--- config.mk ---
export PLATFORM = sky130hd
export DESIGN_NAME = occupancy_scanner
export DESIGN_NICKNAME = d
export VERILOG_FILES = /design/src/rtl/boids_pkg.sv /design/src/rtl/hit_fifo2.sv /design/src/rtl/occupancy_scanner.sv
export SDC_FILE = /design/constraint.sdc
export NUM_CORES = 1
export LEC_CHECK = 0
export ABC_AREA = 0
export BUFFER_PORTS_ARGS = -buffer_cell sky130_fd_sc_hd__buf_2
export CORE_MARGIN = 8
export CORE_UTILIZATION = 57
export DETAILED_ROUTE_END_ITERATION = 16
export GPL_ROUTABILITY_DRIVEN = 0
export PLACE_DENSITY = 0.87
export SLEW_MARGIN = 20
export SYNTH_ARGS = -nofsm -noshare
export SYNTH_HDL_FRONTEND = slang
export SYNTH_SLANG_ARGS = --single-unit
--- constraint.sdc ---
create_clock -name clk -period 1.79 [get_ports clk]
set_input_delay 0.179 -clock clk [delete_from_list [all_inputs] [get_ports clk]]
set_output_delay 0.179 -clock clk [all_outputs]
set_load 0.01 [all_outputs]
--- src/rtl/boids_pkg.sv ---
// Shared definitions for the occupancy scanner: FSM state encoding and
// helpers that split a flat cell address into its x (low) and y (high) parts.
package boids_pkg;

  typedef enum logic [2:0] {
    IDLE   = 3'd0,
    SCAN   = 3'd1,
    DRAIN  = 3'd2,
    SWAP   = 3'd3,
    FINISH = 3'd4
  } scan_state_e;

  // x is the low row_bits bits of the address.
  function automatic logic [31:0] addr_to_x(input logic [31:0] addr, input int row_bits);
    return addr & ((32'd1 << row_bits) - 32'd1);
  endfunction

  // y is everything above the low row_bits bits.
  function automatic logic [31:0] addr_to_y(input logic [31:0] addr, input int row_bits);
    return addr >> row_bits;
  endfunction

endpackage

--- src/rtl/hit_fifo2.sv ---
// Two-entry FIFO holding addresses of occupied cells until the consumer
// takes them. A push into a full FIFO is only accepted alongside a pop.
module hit_fifo2 #(
  parameter int WIDTH = 10
) (
  input  logic             clk,
  input  logic             reset,
  input  logic             push,
  input  logic [WIDTH-1:0] push_data,
  input  logic             pop,
  output logic [WIDTH-1:0] head,
  output logic             valid,
  output logic [1:0]       count
);

  logic [1:0][WIDTH-1:0] mem_q, mem_d;
  logic                  wr_ptr_q, wr_ptr_d;
  logic                  rd_ptr_q, rd_ptr_d;
  logic [1:0]            count_q, count_d;
  logic                  do_push, do_pop;

  // Next-state for storage, pointers and occupancy count.
  always_comb begin
    mem_d    = mem_q;
    wr_ptr_d = wr_ptr_q;
    rd_ptr_d = rd_ptr_q;
    count_d  = count_q;
    do_pop   = pop && (count_q != 2'd0);
    do_push  = push && ((count_q != 2'd2) || do_pop);
    if (do_push) begin
      mem_d[wr_ptr_q] = push_data;
      wr_ptr_d        = ~wr_ptr_q;
    end
    if (do_pop) begin
      rd_ptr_d = ~rd_ptr_q;
    end
    case ({do_push, do_pop})
      2'b10:   count_d = count_q + 2'd1;
      2'b01:   count_d = count_q - 2'd1;
      default: count_d = count_q;
    endcase
  end

  // FIFO state register, cleared to empty with zeroed storage on reset.
  always_ff @(posedge clk or negedge reset) begin
    if (!reset) begin
      mem_q    <= '0;
      wr_ptr_q <= 1'b0;
      rd_ptr_q <= 1'b0;
      count_q  <= 2'd0;
    end else begin
      mem_q    <= mem_d;
      wr_ptr_q <= wr_ptr_d;
      rd_ptr_q <= rd_ptr_d;
      count_q  <= count_d;
    end
  end

  assign head  = mem_q[rd_ptr_q];
  assign valid = (count_q != 2'd0);
  assign count = count_q;

endmodule

--- src/rtl/occupancy_scanner.sv ---
// Scans every cell of an occupancy RAM once per frame, streams the (x,y) of
// each occupied cell out through a small FIFO, then pulses the RAM buffer
// swap and signals end of frame. Reads are throttled so that the FIFO plus
// the single in-flight read never exceed two entries.
module occupancy_scanner
  import boids_pkg::*;
#(
  parameter int DEPTH      = 1024,
  parameter int ADDR_WIDTH = 10,
  parameter int ROW_BITS   = 5
) (
  input  logic                           clk,
  input  logic                           reset,
  input  logic                           start,
  output logic [ADDR_WIDTH-1:0]          rd_addr,
  input  logic                           rd_data,
  output logic                           swap,
  output logic                           out_valid,
  input  logic                           out_ready,
  output logic [ROW_BITS-1:0]            out_x,
  output logic [ADDR_WIDTH-ROW_BITS-1:0] out_y,
  output logic                           busy,
  output logic                           done,
  output logic [ADDR_WIDTH:0]            hit_count
);

  localparam int Y_BITS = ADDR_WIDTH - ROW_BITS;
  localparam logic [ADDR_WIDTH-1:0] LAST_ADDR = ADDR_WIDTH'(DEPTH - 1);
  localparam logic [ADDR_WIDTH:0]   MAX_HITS  = (ADDR_WIDTH + 1)'(DEPTH);

  scan_state_e             state_q, state_d;
  logic [ADDR_WIDTH-1:0]   ptr_q, ptr_d;
  logic                    inflight_q, inflight_d;
  logic [ADDR_WIDTH-1:0]   tag_q, tag_d;
  logic [ADDR_WIDTH-1:0]   rd_addr_q, rd_addr_d;
  logic [ADDR_WIDTH:0]     hit_count_q, hit_count_d;

  logic                    issue;
  logic                    fifo_push;
  logic                    fifo_pop;
  logic                    fifo_valid;
  logic [1:0]              fifo_count;
  logic [ADDR_WIDTH-1:0]   fifo_head;

  // A returning read carries its tag into the FIFO only if the cell is set.
  assign fifo_push = inflight_q && rd_data;
  assign fifo_pop  = fifo_valid && out_ready;

  hit_fifo2 #(
    .WIDTH(ADDR_WIDTH)
  ) u_hit_fifo (
    .clk      (clk),
    .reset    (reset),
    .push     (fifo_push),
    .push_data(tag_q),
    .pop      (fifo_pop),
    .head     (fifo_head),
    .valid    (fifo_valid),
    .count    (fifo_count)
  );

  // Read issue, hit accounting and frame sequencing.
  always_comb begin
    state_d     = state_q;
    ptr_d       = ptr_q;
    hit_count_d = hit_count_q;
    issue       = (state_q == SCAN) &&
                  (({1'b0, fifo_count} + {2'b00, inflight_q}) < 3'd2);
    inflight_d  = issue;
    tag_d       = issue ? ptr_q : tag_q;
    rd_addr_d   = issue ? ptr_q : rd_addr_q;

    if (fifo_pop && (hit_count_q < MAX_HITS)) begin
      hit_count_d = hit_count_q + 1'b1;
    end

    case (state_q)
      IDLE: begin
        if (start) begin
          state_d     = SCAN;
          ptr_d       = '0;
          hit_count_d = '0;
        end
      end
      SCAN: begin
        if (issue) begin
          if (ptr_q == LAST_ADDR) begin
            state_d = DRAIN;
          end else begin
            ptr_d = ptr_q + 1'b1;
          end
        end
      end
      DRAIN: begin
        if (!inflight_q && !fifo_valid) begin
          state_d = SWAP;
        end
      end
      SWAP: begin
        state_d = FINISH;
      end
      FINISH: begin
        state_d = IDLE;
      end
      default: begin
        state_d = IDLE;
      end
    endcase
  end

  // Scanner state register; reset abandons any frame and any in-flight read.
  always_ff @(posedge clk or negedge reset) begin
    if (!reset) begin
      state_q     <= IDLE;
      ptr_q       <= '0;
      inflight_q  <= 1'b0;
      tag_q       <= '0;
      rd_addr_q   <= '0;
      hit_count_q <= '0;
    end else begin
      state_q     <= state_d;
      ptr_q       <= ptr_d;
      inflight_q  <= inflight_d;
      tag_q       <= tag_d;
      rd_addr_q   <= rd_addr_d;
      hit_count_q <= hit_count_d;
    end
  end

  assign rd_addr   = rd_addr_d;
  assign swap      = (state_q == SWAP);
  assign done      = (state_q == FINISH);
  assign busy      = (state_q != IDLE);
  assign out_valid = fifo_valid;
  assign out_x     = ROW_BITS'(addr_to_x(32'(fifo_head), ROW_BITS));
  assign out_y     = Y_BITS'(addr_to_y(32'(fifo_head), ROW_BITS));
  assign hit_count = hit_count_q;

endmodule

==> summary.txt, run 1 <==
STA
  – Fmax: 0.537 GHz
  – # setup viols final: 10
  – Clock Skew: 0.0206 ns
  – Worst slew pin tran: 0.509 ns
  – Slew Viols, Final: 0
  – Worst Hold Slack: 0.151 ns
  – Max-slew headroom: 0.659
  – Minimum clock period: 1.86 ns
  – Unrepaired setup endpoints after global routing: true
  – Final hold vios: 0
  – Period utilization: 1.04
  – PnR worst setup slack: -0.0737 ns

Synthesis
  – Syn avg cell area: 11.1 um2
  – Synth Cell Area: 3130 um2
  – Async set-reset flop share out of synthesis: 1.00
  – Synth Area in Compound Gates: 0.0754
  – Post-synthesis xor/xnor area fraction: 0.0363
  – Post-Synth Adder-Cell Area: 0.0120
  – Synthesized flop and latch total: 69
  – Post-synth cell types: 44
  – Area contributors post-synth: dfrtp_1 55%, mux2_2 11%, nand2_1 7.1%
  – Synthesized-area fraction occupied by and/or/nand/nor cells: 0.189
  – Post-synth EDFFs: 0
  – Yosys warns: 0
  – Post-Synthesis Cells: 282
  – Ys flop type: dfrtp_1
  – Yosys top cell area share: 0.551
  – Leading area contributor after synthesis: dfrtp_1
  – Post-synthesis mux area share: 0.111
  – Largest family of logic cells by synthesized area: simple AND/OR/NAND/NOR gates
  – Mapped Nets: 290
  – Register area share after synthesis: 0.551

Clock network
  – Clock transition at the registers of the reported paths: 0.08 ns
  – Clock buffer depth: 2
  – CTS tree: yes
  – Root Buffer: clkbuf_8
  – CTS H-Tree Depth: 3
  – Worst skew pair latency: 0.36 ns
  – Clock sink total: 69
  – TritonCTS buffer count: 9

Global route
  – Vias in the first global route: 2331
  – Global-route wire length before repair: 11200 um
  – Global Route Usage Sum: 0.170
  – Initial antenna violation count: 0
  – Pin count of the biggest net entering global routing: 70
  – Gr ovfl total: 0

Cells and area
  – Commonest non-fill, non-tap cell in the layout: dfrtp_1
  – Area growth syn-to-layout: 26.8%
  – ANT cells: 0
  – Most frequent cells in the layout: 64 x dfrtp_1, 44 x nand2_1, 31 x buf_2
  – Final net count: 357
  – Layout cell share with drive strength beyond 1: 0.415

Route
  – Drt via density: 5.83
  – Number of remaining DRC errors: 0
  – Avg WL per Cell: 18.3 um
  – Final ANT Viol Nets: 0
  – DR iter-0 viols: 178
  – Final wirelength: 7780 um
  – DR vias: 2485
  – DRT Pass-1 Iters: 5

Worst setup path
  – Arr. time, crit path: 1.68 ns
  – Worst path max stage delay: 0.43 ns
  – CP top delay family: simple AND/OR/NAND/NOR gates
  – CP required: 1.61 ns
  – RR Startpoint: state_q[1]
  – R2R Setup Slk: 0.03 ns
  – Critical-path cell list: nor3b_4 -> nand2_4 -> buf_12 -> nand2_1 -> nand2_1 -> buf_2
  – WP buf/inv: 2
  – Crit end category: primary output
  – CP max-delay cell: dfrtp_2
  – CP most frequent cell: nand2_1
  – Crit path max fanout: 6
  – Crit Path Category: flop to primary output
  – Startpoint types: flop
  – Worst Setup SP: state_q[1]

Power
  – Int Pwr: 4740 uW
  – Switch share: 0.398
  – P_sw: 3130 uW
  – Clock power frac: 0.169
  – Pwr Total: 7870 uW
  – PD cells: 1980 nW/um2
  – Worst vdd ir: 0.844 mV
  – Seq pwr share: 0.366
  – Leakage: 0.00189 uW
  – Combinational power share: 0.465

Run status
  – Status: finished with violations
  – Violated checks: setup timing

Worst hold path
  – Hold WC Path Type: primary input to flop
  – Worst hold start: rd_data

Die
  – Initial Util: 0.580
  – # IOs: 40
  – Row Count: 27
  – Die W: 90.2 um
  – Die area: 8130 um2
  – Die Ht: 90.2 um
  – Core Region: 5410 um2

Run
  – Max-cap violations: 0

Placed design
  – Place WS: 0.0796 ns
  – Hpwl dp: 4330 um
  – PortBufs: 39
## registers in the layout, summed over array words and instances, names as in the netlist, 2 cells and up
register / count
hit_count: 11
ptr_q: 10
rd_addr_q: 10
state_q: 3
tag_q: 10
u_hit_fifo.count: 2
u_hit_fifo.mem_q: 20
## final timing paths
path	depth (start not counted)	to
min in group asynchronous	3	rd_addr_q[9]
max in group asynchronous	3	u_hit_fifo.count[0]
max reg2reg	6	ptr_q[9]
max	6	rd_addr[4]
min	3	u_hit_fifo.wr_ptr_q
min reg2reg	2	rd_addr_q[0]
## what timing repair did
action	CTS	global route
resized for setup	9	31
pin swaps	2	5
setup buffers	4	8
endpoints found under the setup margin	10	21
gates cloned	0	2
hold buffers	1	0
hold endpoints to repair	69	0
## stage by stage
| stage | utilization | cell area, um2 | instances | setup TNS, ns |
|---|---|---|---|---|
| after floorplan | - | 3130 | 282 | 0 |
| after global placement | 0.642 | 3470 | 395 | 0 |
| after detailed placement | 0.642 | 3470 | 395 | 0 |
| after CTS | 0.693 | 3740 | 416 | -0.0135 |
| after global routing | 0.735 | 3980 | 426 | -1.06 |
| final | 0.735 | 3980 | 426 | -0.416 |
## cell families (layout without fill, tap and decap cells)
kind of cell | after synthesis | in the layout
AND/OR/NAND/NOR | 118 | 118
multiplexers | 31 | 31
adder cells (fa/ha/maj) | 3 | 3
AO/OA/AOI/OAI | 31 | 31
XOR/XNOR | 13 | 13
flip-flops | 69 | 69
buffers and inverters | 17 | 89
## power groups by stage
| stage | registers [uW] | clock network [uW] | logic [uW] |
|---|---|---|---|
| 2_1_floorplan | 2660 | 0 | 1920 |
| 3_3_place_gp | 2770 | 0 | 2640 |
| 3_5_place_dp | 2830 | 0 | 2740 |
| 4_1_cts | 2820 | 1320 | 2820 |
| 5_1_grt | 2950 | 1410 | 3930 |
| 6_report | 2880 | 1330 | 3660 |
## metal layers
layer  track usage  share of wire
met5             0              0
met3        0.0540          0.066
met1         0.197           0.39
met2         0.280           0.51
met4        0.0777          0.034
## layout make-up
type	count	area, um2
sequential	69	1730
fill	319	1430
clock buffer	9	124
clock inverter	7	81.3
timing repair buffer	65	507
inverter	8	42.5
tap	72	90.1
multi-input combinational	196	1400
## synthesized netlist by cell type, types with 2 or more instances
cell       n
nand2_1   59
ha_1       3
inv_1      7
mux2_2    30
nor4_1     5
o21ai_0    4
nor2_1    15
xnor2_1   13
clkbuf_1   6
and3b_1    2
dfrtp_1   69
nor3b_1    2
or2b_1     2
a21oi_1    7
o22a_1     2
a31oi_1    8
nor2_2     2
buf_2      2
and3_1     5
nand2b_1   2
nor3_1     7
nand3_1    6
a21o_1     2
nand4_1    2
## worst register-to-register path: cells and delay by family (launching register included)
family | cells | cell delay (ns)
buffers and inverters | 2 | 0.31
and+or+nand+nor | 2 | 0.42
DFF | 1 | 0.43
AOI/OAI and AO/OA | 2 | 0.47
Power figures use the tool's default switching activity.
==> run 2, diff against run 1 <==
- CORE_ASPECT_RATIO: unset -> 1.25
- CORE_UTILIZATION: 57 -> 35
- PLACE_DENSITY: 0.87 -> 0.61
==> run 2 against run 1 <==
Compared with the run above:
- the flow still finishes with violations (setup timing)
- design area up 6.5%
- register-to-register slack better by 0.10 ns
- fmax rose by 3.1%
- via count decreased by 6.4%
- global-route usage down 4.0 points
- critical path type unchanged
- largest cell class unchanged
- largest power group unchanged
- highest routed layer unchanged
==> summary.txt, run 2 (same netlist as run 1, synthesis figures left out) <==
Die
  – Core Region: 8700 um2 (+61%)
  – Die area: 12300 um2 (+51%)
  – # IOs: 40 (unchanged)
  – Initial Util: 0.360 (-0.220)
  – Die Ht: 122 um (+35%)
  – Row Count: 38 (+41%)
  – Die W: 101 um (+12%)

Worst setup path
  – WP buf/inv: 2 (unchanged)
  – R2R Setup Slk: 0.13 ns (+0.10 ns)
  – CP required: 1.61 ns (about the same)
  – Worst path max stage delay: 0.42 ns (about the same)
  – CP top delay family: simple AND/OR/NAND/NOR gates
  – Arr. time, crit path: 1.63 ns (-0.05 ns)
  – Reg2Reg Capture Point: ptr_q[4]
  – Crit end category: primary output
  – Crit path max fanout: 6 (unchanged)
  – Startpoint types: flop
  – R2r worst-path depth: 5 (-1)
  – Critical-path cell list: nor3b_4 -> nand2_4 -> buf_12 -> nand2_4 -> nand2_4 -> buf_6
  – RR Startpoint: ptr_q[0]
  – CP most frequent cell: nand2_4
  – Crit Path Category: flop to primary output
  – CP max-delay cell: dfrtp_2

Cells and area
  – Final net count: 366 (+2.5%)
  – ANT cells: 0 (unchanged)
  – Layout cell share with drive strength beyond 1: 0.452 (+0.0365)
  – Most frequent cells in the layout: 64 x dfrtp_1, 36 x nand2_1, 30 x mux2_2
  – Area growth syn-to-layout: 35.0%
  – Commonest non-fill, non-tap cell in the layout: dfrtp_1
  – Area of the multi-input gates: 1500 um2 (+7.5%)
  – Largest reg by FF count: u_hit_fifo.mem_q
  – Fillcell total: 786 (+150%)
  – Final instance area: 4230 um2 (+6.5%)
  – Max reg flops: 20 (unchanged)
  – Register area: 1730 um2 (unchanged)

Clock network
  – CTS H-Tree Depth: 3 (unchanged)
  – Clock transition at the registers of the reported paths: 0.07 ns (about the same)
  – Root Buffer: clkbuf_8
  – CTS tree: yes
  – TritonCTS buffer count: 9 (unchanged)
  – Worst skew pair latency: 0.35 ns (about the same)
  – Clock buffer depth: 2 (unchanged)
  – Clock sink total: 69 (unchanged)

STA
  – Max-slew headroom: 0.715 (+0.0557)
  – Period utilization: 1.01 (-0.0317)
  – Worst Hold Slack: 0.174 ns (+0.0230 ns)
  – Worst slew pin tran: 0.426 ns (-0.0831 ns)
  – Final hold vios: 0 (unchanged)
  – Fmax: 0.553 GHz (+3.1%)
  – Slew Viols, Final: 0 (unchanged)
  – Minimum clock period: 1.81 ns (-0.0567 ns)
  – Clock Skew: 0.00530 ns (-0.0153 ns)
  – # setup viols final: 8 (-2)
  – PnR worst setup slack: -0.0170 ns (+0.0567 ns)
  – Unrepaired setup endpoints after global routing: true

Route
  – Number of remaining DRC errors: 0 (unchanged)
  – DRT Pass-1 Iters: 5 (unchanged)
  – Avg WL per Cell: 14.9 um (-18%)
  – Final ANT Viol Nets: 0 (unchanged)
  – DR vias: 2327 (-6.4%)
  – Final wirelength: 7220 um (-7.3%)
  – Drt via density: 4.82 (-17%)
  – DR iter-0 viols: 106 (-40%)

Global route
  – Global-route wire length before repair: 12500 um (+12%)
  – Pin count of the biggest net entering global routing: 63 (-10%)
  – Gr ovfl total: 0 (unchanged)
  – Vias in the first global route: 2418 (+3.7%)
  – Initial antenna violation count: 0 (unchanged)
  – Global Route Usage Sum: 0.130 (-0.0397)

Worst hold path
  – Hold path depth: 3 (unchanged)
  – Worst hold start: rd_data
  – Hold endpoint: u_hit_fifo.wr_ptr_q
  – Hold WC Path Type: primary input to flop

Placed design
  – PortBufs: 39 (unchanged)
  – Hpwl dp: 4470 um (+3.1%)
  – Placed instance area: 3520 um2 (+1.3%)

Run status
  – Status: finished with violations
  – Violated checks: setup timing

Power
  – PD cells: 1970 nW/um2 (-0.43%)
  – Leakage: 0.00200 uW (+5.4%)
  – Worst vdd ir: 0.609 mV (-28%)

Run
  – Max-cap violations: 0 (unchanged)
-- run 2: cell count changes in the layout (fill, tap and decap cells not counted), sizes merged --
cell / change
inv: -3
bufbuf: +1
buf: +10
clkinv: +1
clkbuf: -1
clkinvlp: +1
-- run 2: worst max-delay path by stage --
stage / depth (start not counted) / slack [ns] / start / endpoint
final: 6 / -0.02 / state_q[1] / rd_addr[0]
after global routing: 6 / -0.09 / state_q[1] / rd_addr[0]
after CTS: 6 / -0.06 / state_q[2] / rd_addr[0]
after detailed placement: 5 / 0.09 / ptr_q[0] / ptr_q[4]
after global placement: 5 / 0.10 / ptr_q[0] / ptr_q[4]
after floorplan: 7 / 0.21 / state_q[1] / rd_addr[8]
-- run 2: power breakdown --
| group | internal, uW | total (uW) | switching [uW] |
|---|---|---|---|
| clock network | 719 | 1330 | 607 |
| logic | 2220 | 4120 | 1900 |
| registers | 2240 | 2890 | 647 |
-- run 2: metal layers --
layer  vias to the layer above  track usage  wire (um)
met3                        10       0.0331        257
li1                       1127            -          -
met4                         0       0.0512        140
met1                      1158        0.159       3140
met2                        32        0.214       3680
met5                         -            0          0
-- run 2: through the flow --
stage	std cells	setup WS (ns)	utilization	TNS, ns	total power [uW]
finish	483	-0.0170	0.486	-0.0868	8340
global route	483	-0.0933	0.486	-0.820	8950
CTS	480	-0.0580	0.476	-0.476	8130
detailed placement	441	0.0877	0.404	0	5570
global placement	441	0.102	0.404	0	5500
floorplan	282	0.205	-	0	4570
-- run 2: cell type report --
| cell class | count | area share |
|---|---|---|
| Timing Repair inverter | 1 | 0.00207 |
| Inverter | 8 | 0.0101 |
| Timing Repair Buffer | 73 | 0.138 |
| Multi-Input combinational cell | 196 | 0.355 |
| Clock buffer | 11 | 0.0358 |
| Sequential cell | 69 | 0.409 |
| Clock inverter | 5 | 0.0139 |
| Tap cell | 120 | 0.0355 |
-- run 2: worst min-delay path: stages --
cell      delay (ns)
buf_2           0.12
o311ai_4        0.11
xnor2_1         0.07
-- run 2: repair_timing --
action                                  in CTS  in global routing
cloned                                       3                  0
buffers inserted                            19                  4
hold buffers                                 1                  0
endpoints found under the setup margin      10                 47
hold endpoints to repair                     7                  0
pin swaps                                   16                  7
gates resized for setup                     49                 17
==> run 3, diff against run 2 <==
- CORE_UTILIZATION: 35 -> 53
- PLACE_DENSITY: 0.61 -> 0.82
==> run 3 against run 2 <==
Compared with the run above:
- the run still ends with setup timing left
- critical endpoint is now rd_addr[8]
- first-iteration DRC count rose by 83%
- highest routed layer unchanged
- design area fell by 2.1%
- worst setup slack worse by 0.0098 ns
- die area fell by 29%
- critical path depth did not move
==> summary.txt, run 3 (same netlist as run 1, synthesis figures left out) <==
Run status
  – Status: finished with violations
  – Violated checks: setup timing

Cells and area
  – Commonest non-fill, non-tap cell in the layout: dfrtp_1
  – Largest reg by FF count: u_hit_fifo.mem_q
  – Max reg flops: 20 (unchanged)
  – Layout cell share with drive strength beyond 1: 0.455 (+0.00300)
  – Final net count: 368 (+0.55%)
  – Fin util: 0.722 (+0.236)
  – ANT cells: 0 (unchanged)
  – Area growth syn-to-layout: 32.3%
  – Most frequent cells in the layout: 65 x dfrtp_1, 35 x nand2_1, 30 x mux2_2, 30 x buf_4, 29 x buf_2

Route
  – DRT Pass-1 Iters: 4 (-1)
  – Final wirelength: 7540 um (+4.5%)
  – DR vias: 2429 (+4.4%)
  – DR iter-0 viols: 194 (+83%)
  – Drt via density: 5.64 (+17%)
  – Avg WL per Cell: 17.5 um (+17%)
  – Number of remaining DRC errors: 0 (unchanged)
  – Final ANT Viol Nets: 0 (unchanged)

Placed design
  – PortBufs: 39 (unchanged)
  – Hpwl dp: 4390 um (-1.8%)
  – Place WS: 0.0304 ns (-0.0574 ns)

Worst setup path
  – R2R Setup Slk: 0.03 ns (-0.10 ns)
  – Worst Setup SP: state_q[1]
  – Startpoint types: flop
  – Crit path max fanout: 7 (+1)
  – Crit end category: primary output
  – Crit Path Category: flop to primary output
  – Arr. time, crit path: 1.64 ns (about the same)
  – RR Startpoint: state_q[1]
  – R2r worst-path depth: 9 (+4)
  – CP required: 1.61 ns (about the same)
  – End of the critical path: rd_addr[8]
  – Reg2Reg Capture Point: rd_addr_q[9]

Run
  – Max-cap violations: 0 (unchanged)

Global route
  – Global Route Usage Sum: 0.179 (+0.0487)
  – Initial antenna violation count: 0 (unchanged)
  – Vias in the first global route: 2449 (+1.3%)
  – Pin count of the biggest net entering global routing: 70 (+11%)
  – Global-route wire length before repair: 12100 um (-3.2%)
  – Gr ovfl total: 0 (unchanged)

STA
  – Slew Viols, Final: 0 (unchanged)
  – Fmax: 0.550 GHz (-0.54%)
  – PnR worst setup slack: -0.0268 ns (-0.00979 ns)
  – Clock Skew: 0.00930 ns (+0.00400 ns)
  – Max-slew headroom: 0.711 (-0.00389)
  – Setup TNS: -0.150 ns (-0.0633 ns)
  – Worst slew pin tran: 0.432 ns (+0.00581 ns)
  – Unrepaired setup endpoints after global routing: true
  – # setup viols final: 9 (+1)
  – Period utilization: 1.01 (+0.00547)
  – Final hold vios: 0 (unchanged)
  – Minimum clock period: 1.82 ns (+0.00979 ns)

Die
  – Initial Util: 0.546 (+0.186)
  – # IOs: 40 (unchanged)
  – Die area: 8650 um2 (-29%)
  – Core Region: 5740 um2 (-34%)
  – Row Count: 31 (-18%)
  – Die Ht: 102 um (-16%)
  – Die W: 84.8 um (-16%)

Power
  – Pwr Total: 8400 uW (+0.77%)
  – PD cells: 2030 nW/um2 (+2.9%)
  – Worst vdd ir: 0.729 mV (+20%)
  – Leakage: 0.00199 uW (-0.14%)

Worst hold path
  – Hold WC Path Type: primary input to flop
  – Worst hold start: rd_data

Clock network
  – Clock sink total: 69 (unchanged)
  – Worst skew pair latency: 0.34 ns (about the same)
  – Root Buffer: clkbuf_8
  – TritonCTS buffer count: 9 (unchanged)
  – CTS H-Tree Depth: 3 (unchanged)
  – Clock transition at the registers of the reported paths: 0.07 ns (about the same)
  – Clock buffer depth: 2 (unchanged)
  – CTS tree: yes
run 3: layout make-up:
class | count | area (um2)
flip-flops and latches | 69 | 1730
fillers | 364 | 1600
multi-input cells | 196 | 1500
repair buffers | 75 | 588
clock buffers | 10 | 128
well taps | 66 | 82.6
clock inverters | 6 | 63.8
inverters | 8 | 42.5
repair inverters | 1 | 8.76
run 3: worst max-delay path, stage by stage (launching register included):
cell	delay, ns
dfrtp_2	0.43
nor3b_4	0.26
nand2_4	0.17
buf_12	0.19
nand2_4	0.06
nand2_4	0.05
buf_6	0.12
run 3: worst min-delay path by stage:
stage / endpoint / cells after the start
4_1_cts: u_hit_fifo.wr_ptr_q / 3
3_3_place_gp: hit_count[3] / 2
5_1_grt: u_hit_fifo.wr_ptr_q / 3
2_1_floorplan: hit_count[0] / 0
3_5_place_dp: u_hit_fifo.mem_q[0] / 2
6_report: u_hit_fifo.wr_ptr_q / 3
run 3: through the flow:
stage / instances / hold WS (ns) / cell area, um2
global route: 431 / 0.212 / 4150
global placement: 388 / 0.229 / 3460
finish: 431 / 0.214 / 4150
CTS: 428 / 0.144 / 3940
detailed placement: 388 / 0.227 / 3460
floorplan: 282 / -0.117 / 3130
run 3: repair_timing:
action | CTS | global route
endpoints found under the setup margin | 10 | 41
endpoints found under the hold margin | 69 | 0
gates resized for setup | 24 | 43
cloned | 1 | 1
buffers inserted | 22 | 3
hold buffers | 1 | 0
pin swaps | 14 | 12
run 3: metal layers:
metal  part of all wire  GRT usage  up-vias
li1                   -          -     1130
met1               0.41      0.207     1204
met2               0.52      0.301       78
met3              0.047     0.0426       17
met4              0.027     0.0989        0
met5                  0          0        -
run 3: power breakdown:
part | switching (uW) | leakage (uW) | internal, uW | total, uW
combinational | 2020 | 0.00107 | 2260 | 4280
clock | 579 | 0.0000923 | 640 | 1220
sequential | 659 | 0.000829 | 2240 | 2900
